--- src/rtl/input_cond_pkg.sv ---
// rtl/input_cond_pkg.sv - shared constants and helpers for input_cond
package input_cond_pkg;

  localparam int TICKS_PER_MS_27M = 27000;

  // Timeout-select values driven onto to_limit_ms by the software-facing glue.
  localparam int TO_OFF = 0;
  localparam int TO_3S  = 3000;
  localparam int TO_10S = 10000;
  localparam int TO_30S = 30000;

  // Bits needed for a counter running 0..n-1 (never less than one bit).
  function automatic int cnt_w(input int n);
    return (n < 2) ? 1 : $clog2(n);
  endfunction

endpackage

--- src/rtl/input_cond_debounce_ch.sv ---
// rtl/input_cond_debounce_ch.sv - one channel: synchroniser, debounce counter, edge pulses
module debounce_ch
  import input_cond_pkg::*;
#(
  parameter int   SYNC_STAGES  = 2,
  parameter logic IDLE_LEVEL   = 1'b1,
  parameter int   DEBOUNCE_CYC = 540000
) (
  input  logic clk27,
  input  logic reset_n,
  input  logic raw,
  output logic clean,
  output logic rise,
  output logic fall
);

  logic [SYNC_STAGES-1:0] sync_q;
  logic                   synced;

  assign synced = sync_q[SYNC_STAGES-1];

  always_ff @(posedge clk27 or negedge reset_n) begin
    if (!reset_n) sync_q <= {SYNC_STAGES{IDLE_LEVEL}};
    else          sync_q <= {sync_q[SYNC_STAGES-2:0], raw};
  end

  generate
    if (DEBOUNCE_CYC == 0) begin : g_bypass
      always_ff @(posedge clk27 or negedge reset_n) begin
        if (!reset_n) begin
          clean <= IDLE_LEVEL;
          rise  <= 1'b0;
          fall  <= 1'b0;
        end else begin
          clean <= synced;
          rise  <= synced & ~clean;
          fall  <= ~synced & clean;
        end
      end
    end else begin : g_filt
      localparam int DW = cnt_w(DEBOUNCE_CYC);
      localparam logic [DW-1:0] DLAST = DW'(DEBOUNCE_CYC - 1);
      logic [DW-1:0] dcnt;

      // The input must disagree with clean for DEBOUNCE_CYC consecutive cycles.
      always_ff @(posedge clk27 or negedge reset_n) begin
        if (!reset_n) begin
          dcnt  <= '0;
          clean <= IDLE_LEVEL;
          rise  <= 1'b0;
          fall  <= 1'b0;
        end else begin
          rise <= 1'b0;
          fall <= 1'b0;
          if (synced == clean) begin
            dcnt <= '0;
          end else if (dcnt == DLAST) begin
            dcnt  <= '0;
            clean <= synced;
            rise  <= synced;
            fall  <= ~synced;
          end else begin
            dcnt <= dcnt + 1'b1;
          end
        end
      end
    end
  endgenerate

endmodule

--- src/rtl/input_cond.sv ---
// rtl/input_cond.sv - input conditioning: per-channel debounce, ms prescaler, activity timeout
// Optional long-press detection is built when INPUT_COND_LONG_PRESS_EN is defined.
module input_cond
  import input_cond_pkg::*;
#(
  parameter int   NUM_CH       = 2,
  parameter int   SYNC_STAGES  = 2,
  parameter logic IDLE_LEVEL   = 1'b1,
  parameter int   TICKS_PER_MS = TICKS_PER_MS_27M,
  parameter int   DEBOUNCE_MS  = 20,
  parameter int   TO_W         = 15
`ifdef INPUT_COND_LONG_PRESS_EN
  , parameter int LONG_PRESS_MS = 1000
`endif
) (
  input  logic              clk27,
  input  logic              reset_n,
  input  logic [NUM_CH-1:0] raw_in,
  input  logic              ext_event,
  input  logic [TO_W-1:0]   to_limit_ms,
  output logic [NUM_CH-1:0] clean,
  output logic [NUM_CH-1:0] rise,
  output logic [NUM_CH-1:0] fall,
  output logic              ms_tick,
  output logic              timeout
`ifdef INPUT_COND_LONG_PRESS_EN
  , output logic [NUM_CH-1:0] long_press
`endif
);

  localparam int DEBOUNCE_CYC = DEBOUNCE_MS * TICKS_PER_MS;
  localparam int PW = cnt_w(TICKS_PER_MS);
  localparam logic [PW-1:0]   PLAST  = PW'(TICKS_PER_MS - 1);
  localparam logic [TO_W-1:0] TO_MAX = '1;

  logic [PW-1:0]   pcnt;
  logic [TO_W-1:0] to_ms;
  logic            ext_event_prev;
  logic            lp_act;
  logic            activity;

  for (genvar i = 0; i < NUM_CH; i++) begin : g_ch
    debounce_ch #(
      .SYNC_STAGES (SYNC_STAGES),
      .IDLE_LEVEL  (IDLE_LEVEL),
      .DEBOUNCE_CYC(DEBOUNCE_CYC)
    ) u_ch (
      .clk27  (clk27),
      .reset_n(reset_n),
      .raw    (raw_in[i]),
      .clean  (clean[i]),
      .rise   (rise[i]),
      .fall   (fall[i])
    );
  end

  assign ms_tick  = (pcnt == PLAST);
  assign activity = (|rise) | (|fall) | (ext_event != ext_event_prev) | lp_act;

  // Activity restarts the ms phase as well as the counter, so every timeout is a whole number of ms.
  always_ff @(posedge clk27 or negedge reset_n) begin
    if (!reset_n) begin
      pcnt           <= '0;
      to_ms          <= '0;
      timeout        <= 1'b0;
      ext_event_prev <= 1'b0;
    end else begin
      ext_event_prev <= ext_event;
      timeout <= !activity && (to_limit_ms != '0) && (to_ms >= to_limit_ms);
      if (activity) begin
        pcnt  <= '0;
        to_ms <= '0;
      end else if (ms_tick) begin
        pcnt <= '0;
        if (to_ms != TO_MAX) to_ms <= to_ms + 1'b1;
      end else begin
        pcnt <= pcnt + 1'b1;
      end
    end
  end

`ifdef INPUT_COND_LONG_PRESS_EN
  localparam int LW = cnt_w(LONG_PRESS_MS + 1);
  localparam logic [LW-1:0] LFIRE = LW'(LONG_PRESS_MS - 1);
  localparam logic [LW-1:0] LHOLD = LW'(LONG_PRESS_MS);

  for (genvar i = 0; i < NUM_CH; i++) begin : g_lp
    logic [LW-1:0] lcnt;

    // Fires on the tick that brings lcnt to LONG_PRESS_MS; lcnt then parks there until release.
    assign long_press[i] = (clean[i] != IDLE_LEVEL) && ms_tick && (lcnt == LFIRE);

    always_ff @(posedge clk27 or negedge reset_n) begin
      if (!reset_n)                        lcnt <= '0;
      else if (clean[i] == IDLE_LEVEL)     lcnt <= '0;
      else if (ms_tick && lcnt != LHOLD)   lcnt <= lcnt + 1'b1;
    end
  end

  assign lp_act = |long_press;
`else
  assign lp_act = 1'b0;
`endif

endmodule

--- config.mk ---
export PLATFORM = sky130hd
export DESIGN_NAME = input_cond
export DESIGN_NICKNAME = d
export VERILOG_FILES = /design/src/rtl/input_cond_pkg.sv /design/src/rtl/input_cond_debounce_ch.sv /design/src/rtl/input_cond.sv
export SDC_FILE = /design/constraint.sdc
export NUM_CORES = 1
export LEC_CHECK = 0
export BUFFER_PORTS_ARGS = -buffer_cell sky130_fd_sc_hd__buf_2
export CORE_MARGIN = 2
export CORE_UTILIZATION = 55
export CTS_CLUSTER_SIZE = 24
export DETAILED_ROUTE_END_ITERATION = 10
export PLACE_DENSITY = 0.82
export SLEW_MARGIN = 25
export SYNTH_ARGS = -nofsm -noshare
export SYNTH_HDL_FRONTEND = slang
export SYNTH_SLANG_ARGS = --single-unit
--- constraint.sdc ---
create_clock -name clk27 -period 2.7 [get_ports clk27]
set_clock_uncertainty 0.15 [all_clocks]
set_input_delay 0.27 -clock clk27 [delete_from_list [all_inputs] [get_ports clk27]]
set_output_delay 0.27 -clock clk27 [all_outputs]
set_load 0.01 [all_outputs]
# --- After elaboration in Yosys (flattened, before gate mapping) ---
# Index checks and enable logic that the tools add are counted.
totals:
  regBits: 82
  in_bits: 20
  output_inout_bits: 8
classes:
  addsub: 4
  n_lt_le_gt_ge: 1
  eq_ne: 7
  muxes: 17
  n_bitwise: 6
  reduce_logical: 11
op_table:
  columns: ["op", "n"]
  rows:
  - ["$mux 20", 4]
  - ["$mux 15", 5]
  - ["$add 20x1->20 const B", 2]
  - ["$eq 20x20->1 const B", 2]
  - ["$add 15x1->15 const B", 2]
  - ["$eq 15x15->1 const B", 1]
  - ["$ge 15x15->1", 1]
  - ["$ne 15x15->1 const B", 1]
  - ["$reduce_bool 15->1", 1]
  - ["$mux 1", 8]
  - ["$reduce_and 2->1", 3]
  - ["$not 1->1", 4]
  - ["$reduce_bool 2->1", 2]
  - ["$reduce_or 2->1", 2]
  - ["$eq 1x1->1", 2]
  - ["$logic_and 1x1->1", 2]
  - ["$or 1x1->1", 2]
  - ["$logic_not 1->1", 1]
  - ["$ne 1x1->1", 1]

# --- Longest topological paths before layout ---
depth:
  ltp_word: 6
  depth_mapped: 8
  ltp_nobuf: 7

# --- Cells and area by module ---
# A second synthesis with hierarchy kept.
unflattened:
  cells_unflattened: 448
  area_unflattened_um2: 4493.1
by_module_without_submodules:
  columns: ["module", "n_inst", "cells_per_inst", "area_each_um2", "seq_area_each_um2"]
  rows:
  - ["debounce_ch", 2, 114, 1213.7, 629.4]
  - ["input_cond", 1, 220, 2065.7, 800.8]

# --- Least setup slack after synthesis ---
# No wires, ideal clock.
synth_timing:
  kind: "register -> register"
  start: "reg pcnt[12]"
  end: "reg to_ms[11]"
  arrival_ns: 2.170
  t_required_ns: 2.422
  setup_slack_ns: 0.252
  stages_incl_launch_ff: 6
  n_path_buf: 1
  synth_period_minus_slack_ns: 2.448
  path_cell_list: "dfrtp_1 -> or4_1 -> or4_1 -> buf_6 -> nor4_2 -> mux2_1"
synth_between:
  elab_chain_cells: 3
synth_lines:
  columns: ["element", "line", "source"]
  rows:
  - ["start: declaration", "input_cond.sv:36", "logic [PW-1:0] pcnt;"]
  - ["start signal: assignment", "input_cond.sv:77", "pcnt <= pcnt + 1'b1;"]
  - ["$eq 15x15->1", "input_cond.sv:57", "assign ms_tick = (pcnt == PLAST);"]
  - ["$reduce_bool 2->1 (no line)", null, null]
  - ["$reduce_and 2->1 (no line)", null, null]
  - ["end signal: assignment", "input_cond.sv:75", "if (to_ms != TO_MAX) to_ms <= to_ms + 1'b1;"]
  - ["end: declaration", "input_cond.sv:37", "logic [TO_W-1:0] to_ms;"]
# Every way passes these cells.
# A chain may end at the register's enable or synchronous reset.

# --- Worst setup path after layout ---
layout_timing:
  start: "reg pcnt[10]"
  end: "out ms_tick"
layout_between:
  elab_chain_cells: 1
layout_lines:
  columns: ["element", "line", "source"]
  rows:
  - ["$eq 15x15->1", "input_cond.sv:57", null]
  - ["end: declaration", "input_cond.sv:24", "output logic ms_tick,"]
# Every way passes these cells.

==> qor.json <==
{
  "worst_setup_path": {
    "timing.critical_path.required_ps": 2280,
    "worstSetupStartpoint": "pcnt[10]",
    "critical_path_peak_fanout": 6,
    "crit_path_end_kind": "primary output",
    "critical-path-slowest-cell": "or4_4",
    "cp_launch_type": "register",
    "timing.rr.start": "pcnt[12]",
    "crit_path_cell_trace": "buf_6 -> or4b_4 -> or4_4 -> inv_2 -> buf_4",
    "arr_time_crit_path_ps": 2160,
    "crit_path_max_incr_delay_ps": 590,
    "worst-setup-path-type": "register to primary output"
  },
  "clock_network": {
    "clockBufferDepth": 2,
    "tritoncts_buffer_count": 9,
    "clock_insertion_delay_worst_skew_ps": 350,
    "h-tree-depth": 3,
    "cts.sink_count": 82,
    "cts.root.buffer_cell": "clkbuf_8",
    "postCtsSetupRepairBufs": 0,
    "cts_tree": "done",
    "clk_transition_reported_paths_ps": 80
  },
  "cells_and_area": {
    "nNetsFinal": 523,
    "layout.area.seq_um2": 2060,
    "finalNonFillerCells": 591,
    "area_delta_synth_final_pct": 12.8,
    "num_antenna_cells": 0,
    "multi_input_area_um2": 2130,
    "filler_cell_count": 597,
    "final_layout_size_suffix_gt1_share_pct": 14.9,
    "post-route-util_pct": 64.0
  },
  "placed_design": {
    "place.gp.congestion": 0.793,
    "placedCellCount": 571,
    "portBuffers": 27,
    "placement.setup.worst_slack_ps": 31.8,
    "post-dp-hpwl_mm": 5.85
  },
  "flow_run": {
    "max-cap-violations": 0
  },
  "timing": {
    "setup_repair_after_global_routing_missed_its_margin": "no",
    "slew_headroom_pct": 62.9,
    "layout_worst_path_cycle_share_pct": 95.6,
    "finalSetupTns_ps": 0,
    "drv_slew": 0,
    "final-hold-violation-count": 0,
    "setup_viol": 0,
    "postLayoutSetupSlackWorst_ps": 118,
    "worst_slew_pin_slew_ps": 555,
    "fmax_mhz": 387,
    "fin_crit_ps": 2580
  },
  "min_path": {
    "hold_path_class": "register to register",
    "min_from": "g_ch[1].u_ch.sync_q[0]"
  },
  "drt": {
    "detailedRoute.firstPassIterationCount": 4,
    "detail-route-antenna-nets": 0,
    "finalWirelength_mm": 8.20,
    "routed_via_density": 5.56,
    "vias": 3288,
    "wl_per_cell_um": 13.9,
    "drc_errors": 0,
    "detailedRoute.firstIterationViolations": 194
  },
  "run_status": {
    "outcome": "complete, no violations"
  },
  "global_routing": {
    "number_of_antenna_violations_at_the_first_check_in_global_routing": 0,
    "grt_max_degree": 46,
    "overflow_after_grt": 0,
    "vias_in_the_first_global_route": 3228,
    "grt_first_pass_wirelength_mm": 14.4,
    "global_route.usage.total_pct": 20.6
  },
  "yosys": {
    "ys_dominant_reg_cell": "dfrtp_1",
    "ys.warnings.count": 0,
    "synth_top_cell_by_area": "dfrtp_1",
    "muxShareOfSynthArea_pct": 0.774,
    "yosys-top-cells-count": "dfrtp_1 (76), nor2_1 (76), xnor2_1 (29), nand3_1 (28), xor2_1 (28)",
    "synth_top_area_cells": "dfrtp_1 (44%), nor2_1 (6.5%), xnor2_1 (5.8%)",
    "yosysSeqAreaShare_pct": 47.2,
    "postSynth.asyncResetShare_pct": 100,
    "synth_top_cell_area_share_pct": 43.6,
    "synth_top_family_by_area": "simple AND/OR/NAND/NOR gates",
    "syn_area_um2": 4360,
    "postSynthAreaPerCell_um2": 9.74,
    "yosysUniqueCellTypes": 45,
    "post_synth_fa_ha_maj_area_fraction_pct": 5.45,
    "synth.ff_latch_count": 82,
    "syn-num-nets": 487,
    "synth-edff-count": 0,
    "yosys.area_share.xor_xnor_pct": 11.4,
    "post_synth_inst_count": 448,
    "simple_gate_share_of_the_synthesized_area_pct": 26.3,
    "synth-compound-area-share_pct": 4.59
  },
  "power_and_ir_drop": {
    "leakagePower_uw": 0.00217,
    "power_per_standard_cell_area_nw_per_um2": 504,
    "worst_ir_drop_vdd_mv": 0.352
  },
  "die": {
    "floorplan.die_area_um2": 8660,
    "chip_width_um": 93.1,
    "placementRows": 32,
    "die_h_um": 93.1,
    "io_pins": 28,
    "fp.coreArea_um2": 7690,
    "floorplan.initialDensity_pct": 56.8
  }
}
==> worst max-delay path, delay by kind of cell, from the launching register on <==
family / cells / cell delay, ps
buffers and inverters: 3 / 340
DFF: 1 / 400
and+or+nand+nor: 2 / 1090
==> metal layers <==
layer  part of all wire (%)  GRT usage, %  vias up
li1                       -             -     1620
met1                     49          27.3     1597
met2                     47          33.7       64
met3                    3.4          4.92        7
met4                   0.96          6.13        0
met5                      0             0        -
==> logic make-up after synthesis <==
| logic type | Yosys count |
|---|---|
| AO/OA/AOI/OAI | 30 |
| XOR/XNOR | 57 |
| adder cells (fa/ha/maj) | 19 |
| buffers and inverters | 41 |
| flip-flops | 82 |
| multiplexers | 3 |
| AND/OR/NAND/NOR | 216 |
==> cell type report <==
class	instances	area share, %
clock inverters	6	2.29
flip-flops and latches	82	41.9
inverters	25	1.91
well taps	102	2.59
multi-input cells	325	43.3
repair buffers	41	5.26
clock buffers	10	2.80
==> path summary, 6_finish.rpt <==
kind / endpoint / cells past startpoint / slack (ps)
max in group asynchronous: pcnt[10] / 3 / 1400
worst max register to register: to_ms[8] / 6 / 150
min in group asynchronous: g_ch[0].u_ch.g_filt.dcnt[10] / 2 / 320
worst min register to register: g_ch[1].u_ch.sync_q[1] / 0 / 210
worst max-delay path: ms_tick / 5 / 120
worst min-delay path: g_ch[1].u_ch.sync_q[1] / 0 / 210
==> through the flow <==
step	total power [uW]	hold slack, ps	cell area [um2]
floorplan	1350	-176	4360
global placement	1410	142	4620
detailed placement	1420	145	4620
CTS	2500	211	4910
global route	2590	213	4920
finish	2480	209	4920
==> registers in the layout, indices dropped and copies added (netlist names) <==
register / flops
g_ch.u_ch.clean: 2
g_ch.u_ch.g_filt.dcnt: 40
g_ch.u_ch.rise: 2
pcnt: 15
g_ch.u_ch.fall: 2
ext_event_prev: 1
to_ms: 15
g_ch.u_ch.sync_q: 4
timeout: 1
==> layout by cell type, fill, tap and decap left out, types with 4 or more instances in the layout <==
| cell | Yosys | layout |
|---|---|---|
| nand4_1 | 22 | 22 |
| nor4_1 | 10 | 10 |
| buf_4 | 6 | 11 |
| nand3_1 | 28 | 28 |
| xor2_1 | 28 | 28 |
| nand2_1 | 26 | 26 |
| inv_1 | 25 | 24 |
| dfstp_2 | 6 | 6 |
| o21ai_0 | 5 | 5 |
| dfrtp_1 | 76 | 76 |
| xnor2_1 | 29 | 29 |
| nor3b_1 | 5 | 5 |
| and3_1 | 6 | 6 |
| nor2_1 | 76 | 76 |
| nor3_1 | 10 | 10 |
| and4_1 | 7 | 7 |
| ha_1 | 19 | 19 |
| clkbuf_8 | 0 | 10 |
| a21oi_1 | 16 | 16 |
| buf_2 | 2 | 25 |
| dlygate4sd3_1 | 0 | 4 |
==> where the power goes <==
group / total, uW / switching, uW / internal (uW) / leakage, uW
Combinational: 130 / 82.3 / 47.5 / 0.000930
Clock: 1080 / 438 / 643 / 0.000127
Sequential: 1270 / 18.9 / 1250 / 0.00111
Total: 2480 / 540 / 1940 / 0.00217
==> timing repair <==
item | 4_1_cts | 5_1_grt
setup endpoints to repair | 0 | 4
hold endpoints to repair | 40 | 0
hold buffers | 4 | 0
resized for setup | 0 | 5
(Power assumes the default switching activity.)
